--- src/rtl/ex_md_pkg.sv ---
// Shared encodings for the execute stage: md_op codes, mult/div FSM states, op-class helpers.
// Latency: n/a (constants and pure functions only).
// Backpressure: n/a.
package ex_md_pkg;

  // md_op encodings presented by the decoder; unlisted codes behave as MD_NONE
  localparam logic [3:0] MD_NONE  = 4'd0;
  localparam logic [3:0] MD_MULT  = 4'd1;
  localparam logic [3:0] MD_MULTU = 4'd2;
  localparam logic [3:0] MD_DIV   = 4'd3;
  localparam logic [3:0] MD_DIVU  = 4'd4;
  localparam logic [3:0] MD_MFHI  = 4'd5;
  localparam logic [3:0] MD_MFLO  = 4'd6;
  localparam logic [3:0] MD_MTHI  = 4'd7;
  localparam logic [3:0] MD_MTLO  = 4'd8;

  // mult/div sequencer states
  typedef logic [1:0] md_state_t;
  localparam md_state_t ST_IDLE = 2'd0;
  localparam md_state_t ST_MUL  = 2'd1;
  localparam md_state_t ST_DIV  = 2'd2;

  // op starts an iterative multiply or divide
  function automatic logic md_is_arith(input logic [3:0] op);
    return (op >= MD_MULT) && (op <= MD_DIVU);
  endfunction

  // op reads, writes or produces HI/LO
  function automatic logic md_is_hilo(input logic [3:0] op);
    return (op >= MD_MULT) && (op <= MD_MTLO);
  endfunction

endpackage

--- src/rtl/md_unit.sv ---
// Iterative multiply/divide engine owning the architectural HI/LO pair.
// Latency: MUL_CYCLES cycles for MULT(U), XLEN cycles for DIV(U); HI/LO update on the final edge.
// Backpressure: start is honoured only while idle; rd_wait tells the stage when a HI/LO read must hold.
// Optional HILO_BYPASS_EN: the pending result is visible on rd_hi/rd_lo during the final cycle.
module md_unit
  import ex_md_pkg::*;
#(
  parameter int XLEN       = 32,
  parameter int MUL_CYCLES = 4
) (
  input  logic            clk,
  input  logic            reset,
  input  logic            start,
  input  logic [3:0]      op,
  input  logic [XLEN-1:0] src_a,
  input  logic [XLEN-1:0] src_b,
  input  logic            wr_hi,
  input  logic            wr_lo,
  input  logic [XLEN-1:0] wr_data,
  output logic            busy,
  output logic            rd_wait,
  output logic [XLEN-1:0] rd_hi,
  output logic [XLEN-1:0] rd_lo,
  output logic [XLEN-1:0] hi,
  output logic [XLEN-1:0] lo
);

  localparam int CMAX = (XLEN > MUL_CYCLES) ? XLEN : MUL_CYCLES;
  localparam int CW   = (CMAX > 1) ? $clog2(CMAX) : 1;

  md_state_t         state;
  logic [CW-1:0]     cnt;
  logic [XLEN-1:0]   op_a;      // raw dividend / multiplicand
  logic [XLEN-1:0]   op_b;      // raw multiplier, or divisor magnitude
  logic              sgn;
  logic              q_neg;
  logic              r_neg;
  logic              div_zero;
  logic [XLEN-1:0]   rem;
  logic [XLEN-1:0]   quo;       // dividend magnitude shifts out as quotient bits shift in

  logic              done;
  logic              is_mul_op;
  logic              is_signed_op;
  logic [XLEN-1:0]   mag_a;
  logic [XLEN-1:0]   mag_b;
  logic [XLEN:0]     trial;
  logic [XLEN-1:0]   rem_nx;
  logic [XLEN-1:0]   quo_nx;
  logic [XLEN-1:0]   q_fix;
  logic [XLEN-1:0]   r_fix;
  logic [2*XLEN-1:0] ext_a;
  logic [2*XLEN-1:0] ext_b;
  logic [2*XLEN-1:0] prod;
  logic [XLEN-1:0]   res_hi;
  logic [XLEN-1:0]   res_lo;

  assign busy         = (state != ST_IDLE);
  assign done         = busy && (cnt == '0);
  assign is_mul_op    = (op == MD_MULT) || (op == MD_MULTU);
  assign is_signed_op = (op == MD_MULT) || (op == MD_DIV);
  assign mag_a        = (is_signed_op && src_a[XLEN-1]) ? -src_a : src_a;
  assign mag_b        = (is_signed_op && src_b[XLEN-1]) ? -src_b : src_b;

  // One restoring step: a negative trial keeps the shifted remainder and yields a 0 quotient bit.
  assign trial  = {rem, quo[XLEN-1]} - {1'b0, op_b};
  assign rem_nx = trial[XLEN] ? {rem[XLEN-2:0], quo[XLEN-1]} : trial[XLEN-1:0];
  assign quo_nx = {quo[XLEN-2:0], ~trial[XLEN]};
  assign q_fix  = q_neg ? -quo_nx : quo_nx;
  assign r_fix  = r_neg ? -rem_nx : rem_nx;

  // Operands are sign- or zero-extended so one 2*XLEN multiply serves MULT and MULTU.
  assign ext_a = {{XLEN{sgn & op_a[XLEN-1]}}, op_a};
  assign ext_b = {{XLEN{sgn & op_b[XLEN-1]}}, op_b};
  assign prod  = ext_a * ext_b;

  // Final HI/LO values; divide by zero reports all-ones quotient and the untouched dividend.
  always_comb begin
    res_hi = prod[2*XLEN-1:XLEN];
    res_lo = prod[XLEN-1:0];
    if (state == ST_DIV) begin
      res_hi = div_zero ? op_a : r_fix;
      res_lo = div_zero ? '1 : q_fix;
    end
  end

`ifdef HILO_BYPASS_EN
  assign rd_wait = busy & ~done;
  assign rd_hi   = done ? res_hi : hi;
  assign rd_lo   = done ? res_lo : lo;
`else
  assign rd_wait = busy;
  assign rd_hi   = hi;
  assign rd_lo   = lo;
`endif

  // Issue captures operands and sign handling; afterwards the counter runs down once per cycle.
  always_ff @(posedge clk or posedge reset) begin
    if (reset) begin
      state    <= ST_IDLE;
      cnt      <= '0;
      op_a     <= '0;
      op_b     <= '0;
      sgn      <= 1'b0;
      q_neg    <= 1'b0;
      r_neg    <= 1'b0;
      div_zero <= 1'b0;
      rem      <= '0;
      quo      <= '0;
    end else if (state == ST_IDLE) begin
      if (start && md_is_arith(op)) begin
        state    <= is_mul_op ? ST_MUL : ST_DIV;
        cnt      <= is_mul_op ? CW'(MUL_CYCLES - 1) : CW'(XLEN - 1);
        op_a     <= src_a;
        op_b     <= is_mul_op ? src_b : mag_b;
        sgn      <= is_signed_op;
        q_neg    <= is_signed_op & (src_a[XLEN-1] ^ src_b[XLEN-1]);
        r_neg    <= is_signed_op & src_a[XLEN-1];
        div_zero <= (src_b == '0);
        rem      <= '0;
        quo      <= mag_a;
      end
    end else begin
      cnt <= cnt - CW'(1);
      if (state == ST_DIV) begin
        rem <= rem_nx;
        quo <= quo_nx;
      end
      if (done) begin
        state <= ST_IDLE;
      end
    end
  end

  // HI/LO take the finished result, otherwise accepted MTHI/MTLO data.
  always_ff @(posedge clk or posedge reset) begin
    if (reset) begin
      hi <= '0;
      lo <= '0;
    end else if (done) begin
      hi <= res_hi;
      lo <= res_lo;
    end else begin
      if (wr_hi) hi <= wr_data;
      if (wr_lo) lo <= wr_data;
    end
  end

endmodule

--- src/rtl/ex_stage_md.sv ---
// Execute stage: operand/destination muxing, branch/jump targets, mult/div with HI/LO, EX/MEM register.
// Latency: one cycle into EX/MEM; mult/div results reach HI/LO MUL_CYCLES or XLEN cycles after issue.
// Backpressure: only HI/LO users raise stall_req while mult/div is busy; we=0 holds EX/MEM. Optional macro: HILO_BYPASS_EN.
module ex_stage_md
  import ex_md_pkg::*;
#(
  parameter int XLEN       = 32,
  parameter int MUL_CYCLES = 4,
  parameter int REG_AW     = 5
) (
  input  logic              clk,
  input  logic              reset,
  input  logic              we,
  input  logic              in_valid,
  input  logic [3:0]        md_op,
  input  logic [XLEN-1:0]   alu_result,
  input  logic              alu_zero_in,
  input  logic [XLEN-1:0]   data_s,
  input  logic [XLEN-1:0]   data_t,
  input  logic [XLEN-1:0]   pc_next,
  input  logic [XLEN-1:0]   pc_jump,
  input  logic [XLEN-1:0]   immediate,
  input  logic [REG_AW-1:0] reg_t,
  input  logic [REG_AW-1:0] reg_d,
  input  logic              dst_reg,
  input  logic              is_link,
  input  logic              is_jump,
  input  logic              dst_jump,
  input  logic              is_branch,
  input  logic              mem_read,
  input  logic              mem_write,
  input  logic              mem_type,
  input  logic              mem_to_reg,
  input  logic              reg_write,
  output logic              stall_req,
  output logic              md_busy,
  output logic [REG_AW-1:0] reg_probe,
  output logic [XLEN-1:0]   data_probe,
  output logic              write_probe,
  output logic              is_branch_out,
  output logic              is_jump_out,
  output logic              alu_zero,
  output logic              mem_read_out,
  output logic              mem_write_out,
  output logic              mem_type_out,
  output logic              mem_to_reg_out,
  output logic              reg_write_out,
  output logic [XLEN-1:0]   pc_branch,
  output logic [XLEN-1:0]   pc_jump_out,
  output logic [XLEN-1:0]   alu_out,
  output logic [XLEN-1:0]   data_t_out,
  output logic [REG_AW-1:0] reg_addr,
  output logic [XLEN-1:0]   hi,
  output logic [XLEN-1:0]   lo
);

  localparam logic [REG_AW-1:0] LINK_REG = REG_AW'(31);

  logic              md_arith;
  logic              md_read;
  logic              hilo_use;
  logic              issue;
  logic              wr_hi;
  logic              wr_lo;
  logic              rd_wait;
  logic              bubble;
  logic [XLEN-1:0]   rd_hi;
  logic [XLEN-1:0]   rd_lo;
  logic [XLEN-1:0]   exout;
  logic [XLEN-1:0]   jump_tgt;
  logic [XLEN-1:0]   branch_tgt;
  logic [REG_AW-1:0] wreg;

  assign md_arith = md_is_arith(md_op);
  assign md_read  = (md_op == MD_MFHI) || (md_op == MD_MFLO);
  assign hilo_use = in_valid & md_is_hilo(md_op);

  // MFHI/MFLO may slip through on the final cycle when bypassing; every other HI/LO user waits for idle.
  assign stall_req = hilo_use & (md_read ? rd_wait : md_busy);
  assign issue     = we & in_valid & md_arith & ~md_busy;
  assign wr_hi     = we & in_valid & ~stall_req & (md_op == MD_MTHI);
  assign wr_lo     = we & in_valid & ~stall_req & (md_op == MD_MTLO);
  assign bubble    = stall_req | ~in_valid;

  assign wreg       = is_link ? LINK_REG : (dst_reg ? reg_d : reg_t);
  assign jump_tgt   = dst_jump ? data_s : pc_jump;
  assign branch_tgt = pc_next + (immediate << 2);

  // Result that this instruction hands to EX/MEM and to forwarding.
  always_comb begin
    exout = alu_result;
    if (is_link) begin
      exout = pc_next;
    end else if (md_op == MD_MFHI) begin
      exout = rd_hi;
    end else if (md_op == MD_MFLO) begin
      exout = rd_lo;
    end
  end

  assign reg_probe   = wreg;
  assign data_probe  = exout;
  assign write_probe = in_valid & reg_write & ~mem_to_reg & ~stall_req;

  md_unit #(
    .XLEN       (XLEN),
    .MUL_CYCLES (MUL_CYCLES)
  ) u_md (
    .clk     (clk),
    .reset   (reset),
    .start   (issue),
    .op      (md_op),
    .src_a   (data_s),
    .src_b   (data_t),
    .wr_hi   (wr_hi),
    .wr_lo   (wr_lo),
    .wr_data (data_s),
    .busy    (md_busy),
    .rd_wait (rd_wait),
    .rd_hi   (rd_hi),
    .rd_lo   (rd_lo),
    .hi      (hi),
    .lo      (lo)
  );

  // EX/MEM register: loads the instruction or a zeroed bubble when enabled, holds otherwise.
  always_ff @(posedge clk or posedge reset) begin
    if (reset) begin
      is_branch_out  <= 1'b0;
      is_jump_out    <= 1'b0;
      alu_zero       <= 1'b0;
      mem_read_out   <= 1'b0;
      mem_write_out  <= 1'b0;
      mem_type_out   <= 1'b0;
      mem_to_reg_out <= 1'b0;
      reg_write_out  <= 1'b0;
      pc_branch      <= '0;
      pc_jump_out    <= '0;
      alu_out        <= '0;
      data_t_out     <= '0;
      reg_addr       <= '0;
    end else if (we) begin
      if (bubble) begin
        is_branch_out  <= 1'b0;
        is_jump_out    <= 1'b0;
        alu_zero       <= 1'b0;
        mem_read_out   <= 1'b0;
        mem_write_out  <= 1'b0;
        mem_type_out   <= 1'b0;
        mem_to_reg_out <= 1'b0;
        reg_write_out  <= 1'b0;
        pc_branch      <= '0;
        pc_jump_out    <= '0;
        alu_out        <= '0;
        data_t_out     <= '0;
        reg_addr       <= '0;
      end else begin
        is_branch_out  <= is_branch;
        is_jump_out    <= is_jump;
        alu_zero       <= alu_zero_in;
        mem_read_out   <= mem_read;
        mem_write_out  <= mem_write;
        mem_type_out   <= mem_type;
        mem_to_reg_out <= mem_to_reg;
        // mult/div write HI/LO, never the register file
        reg_write_out  <= reg_write & ~md_arith;
        pc_branch      <= branch_tgt;
        pc_jump_out    <= jump_tgt;
        alu_out        <= exout;
        data_t_out     <= data_t;
        reg_addr       <= wreg;
      end
    end
  end

endmodule

--- config.mk ---
export PLATFORM = sky130hd
export DESIGN_NAME = ex_stage_md
export DESIGN_NICKNAME = d
export VERILOG_FILES = /design/src/rtl/ex_md_pkg.sv /design/src/rtl/md_unit.sv /design/src/rtl/ex_stage_md.sv
export SDC_FILE = /design/constraint.sdc
export NUM_CORES = 2
export LEC_CHECK = 0
export CORE_MARGIN = 10
export CORE_UTILIZATION = 50
export CTS_CLUSTER_DIAMETER = 150
export DETAILED_ROUTE_END_ITERATION = 6
export GPL_ROUTABILITY_DRIVEN = 1
export PLACE_DENSITY = 0.71
export SETUP_SLACK_MARGIN = 0.1
export SLEW_MARGIN = 20
export SYNTH_ARGS = -nofsm -noshare
export SYNTH_HDL_FRONTEND = slang
export SYNTH_SLANG_ARGS = --single-unit
export TNS_END_PERCENT = 5
--- constraint.sdc ---
create_clock -name clk -period 13.5 [get_ports clk]
set_input_delay 1.35 -clock clk [delete_from_list [all_inputs] [get_ports clk]]
set_output_delay 1.35 -clock clk [all_outputs]
set_load 0.1 [all_outputs]
==> metrics.md <==
| Metric | Value |
|---|---|
| YS warnings | 0 |
| Post-synth ARST share | 100% |
| Top cells by area, synth | fa_1 (38%), dfrtp_1 (14%), inv_1 (7.4%) |
| Hold_buf cts | 0 |
| EDFF count, synth | 0 |
| Post-placement cell count | 8,284 |
| Layout cells sized above 1 | 3.49% |
| Setup WS pre-CTS | 3390 ps |
| Most common cell after layout, fill and taps aside | inv_1 |
| Largest net degree at the start of global routing | 106 |
| Crit path largest cell delay | 880 ps |
| Synthesized area per cell | 8.99 sq um |
| Routed len/inst | 23.9 um |
| Yosys top cell area share | 37.9% |
| Initial antenna violation count | 17 |
| Final GP Congestion | 0.950 |
| Post-CTS Setup Bufs | 0 |
| H-tree depth | 2 |
| TritonCTS clock tree | built |
| Main combinational cell family by area after synthesis | adder cells |
| Die height | 365 um |
| Slew Limit Headroom | 13.2% |
| Vias in the first global route | 50,300 |
| Post-CTS sizing | 0 |
| Max cap viols | 0 |
| Critical path class | flop to flop |
| Syn Inst Count | 6,624 |
| WP data arrival | 10,660 ps |
| Total global routing overflow | 0 |
| Fin cells | 8,362 |
| Skew final | 19.9 ps |
| Fin nets | 8,416 |
| Setup crit start kind | flop |
| Most frequent cells in the layout | inv_1 (1,169), fa_1 (1,127), nand2_1 (1,072), clkdlybuf4s50_1 (460), and2_1 (364) |
| Final Hold Fails | 0 |
| Post-synthesis mux area share | 2.08% |
| CTS Root Cell | clkbuf_16 |
| Top cell by count, worst path | fa_1 |
| Critical path required time | 13,970 ps |
| Synthesized area | 0.0595 sq mm |
| IO Port Bufs | 463 |
| Post-synthesis sequential area ratio | 14.5% |
| CTS max path bufs | 3 |
| Status | finished clean |
| Post-DP HPWL | 154,000 um |
| Worst hold path class | flop to flop |
| CP endpoint kind | flop |
| Syn nets | 8,250 |
| Cell taking the most area after synthesis | fa_1 |
| First-pass GRT wire length | 308,000 um |
| Core region area | 0.118 sq mm |
| FF+latch count, synth | 344 |
| DRT antenna net count | 0 |
| P&R area growth vs syn | 11.7% |
| Die area | 0.133 sq mm |
| Vias | 48,700 |
| Synth Area in Compound Gates | 11.2% |
| Final setup viols | 0 |
| Site Rows | 126 |
| Clk_lat worst skew | 590 ps |
| Clock-pin slew on the worst setup and hold paths | 70 ps |
| Max-slew violations | 0 |
| First drt pass iteration count | 6 |
| Io pins | 466 |
| Final Cycle Share | 75.5% |
| Worst Tran Pin Value | 1290 ps |
| Vias per cell | 5.83 |
| DRC | 0 |
| Synth Area in Simple Gates | 14.8% |
| Worst hold slack | 478 ps |
| Initial Util | 50.4% |
| Crit-path max FO | 22 |
| Fmax | 98.2 MHz |
| GRT Total Usage | 30.1% |
| Post-synthesis xor/xnor area fraction | 3.60% |
| Worst setup margin | 3310 ps |
| Min Tclk post-route | 10,190 ps |
| Synth Flop Type | dfrtp_1 |
| Die width | 365 um |
| Final WL | 200,000 um |
| RSZ-0062 raised after global routing | false |
| Setup TNS | 0 ps |
| Synth Area in Adders | 43.7% |
| Synth unique cells | 92 |
| CTS buffer count | 39 |
| Iteration-0 DRC Markers | 4,916 |
| Num Clock Sinks | 344 |
| Slowest cell on crit path | dfrtp_1 |
## flip-flops by register name (all words and copies together) (netlist names), 2 cells and up
register,cells
u_md.cnt,5
u_md.op_b,32
alu_out,32
data_t_out,32
u_md.op_a,32
u_md.lo,32
reg_addr,5
pc_branch,32
u_md.quo,32
u_md.hi,32
u_md.state,2
pc_jump_out,32
u_md.rem,32
## Yosys cell counts (all sizes together), types with 14 or more instances
| master | number |
|---|---|
| o21ai | 319 |
| nor4 | 23 |
| and2 | 365 |
| o21a | 20 |
| mux2i | 115 |
| a31oi | 27 |
| o2bb2ai | 32 |
| a221oi | 14 |
| nor3 | 49 |
| a221o | 14 |
| nand3 | 38 |
| a211oi | 23 |
| fa | 1127 |
| buf | 33 |
| ha | 278 |
| or3 | 27 |
| nand2 | 1074 |
| xnor2 | 158 |
| or2 | 23 |
| and3 | 38 |
| or4 | 17 |
| o221ai | 21 |
| a21oi | 182 |
| o21bai | 18 |
| xor2 | 87 |
| o31ai | 35 |
| clkbuf | 393 |
| o211ai | 19 |
| nand2b | 22 |
| a21o | 48 |
| nor2 | 177 |
| o41ai | 17 |
| a22oi | 18 |
| a22o | 113 |
| dfrtp | 344 |
| nor2b | 17 |
| inv | 1173 |
## cell families (layout without fill, tap and decap cells)
kind of cell | after synthesis | after routing
AND/OR/NAND/NOR | 1906 | 1906
other | 0 | 6
adder cells (fa/ha/maj) | 1405 | 1405
flip-flops | 344 | 344
buffers and inverters | 1600 | 1796
XOR/XNOR | 245 | 245
AO/OA/AOI/OAI | 1001 | 1001
multiplexers | 123 | 123
## worst paths after layout
| kind | from | end | slack, ps | cells past startpoint |
|---|---|---|---|---|
| max | u_md.sgn | u_md.hi[30] | 3310 | 28 |
| min | u_md.op_a[3] | u_md.op_a[3] | 480 | 2 |
| max reg2reg | u_md.sgn | u_md.hi[30] | 3310 | 28 |
| min reg2reg | u_md.op_a[3] | u_md.op_a[3] | 480 | 2 |
| max in group asynchronous | reset | u_md.op_b[13] | 9980 | 4 |
| min in group asynchronous | reset | pc_jump_out[22] | 1240 | 2 |
## per-stage QoR
stage	util (%)	cell area, sq um
after floorplan	-	59500
after global placement	55.2	65200
after detailed placement	55.2	65200
after CTS	56.3	66500
after global routing	56.3	66500
final	56.3	66500
## critical path, delay by kind of cell (launching register included)
kind	cells	cell delay (ps)
AOI/OAI and AO/OA	6	1630
DFF	1	880
adders and majority gates	9	4560
xor gates and xnor gates	1	160
buffers and inverters	5	800
and+or+nand+nor	7	2060
## cell type report
cell class | instances | area, sq um
antenna | 6 | 15.0
clock buffer | 57 | 1140
clock inverter | 14 | 141
fill | 10400 | 51600
inverter | 1174 | 4420
multi-input combinational | 4680 | 44900
sequential | 344 | 8630
tap | 1536 | 1920
timing repair buffer | 551 | 5290
## per-layer routing
layer	routed length [um]	vias up	track usage (%)	part of all wire (%)
met2	93600	2288	48.6	47
met3	18800	459	6.05	9.4
li1	-	21000	-	-
met5	41	-	0	0.020
met1	78700	25000	40.0	39
met4	8830	6	11.6	4.4
Power is not shown: default switching activity piles up to over one toggle a cycle in this logic, so the estimate is an artifact.
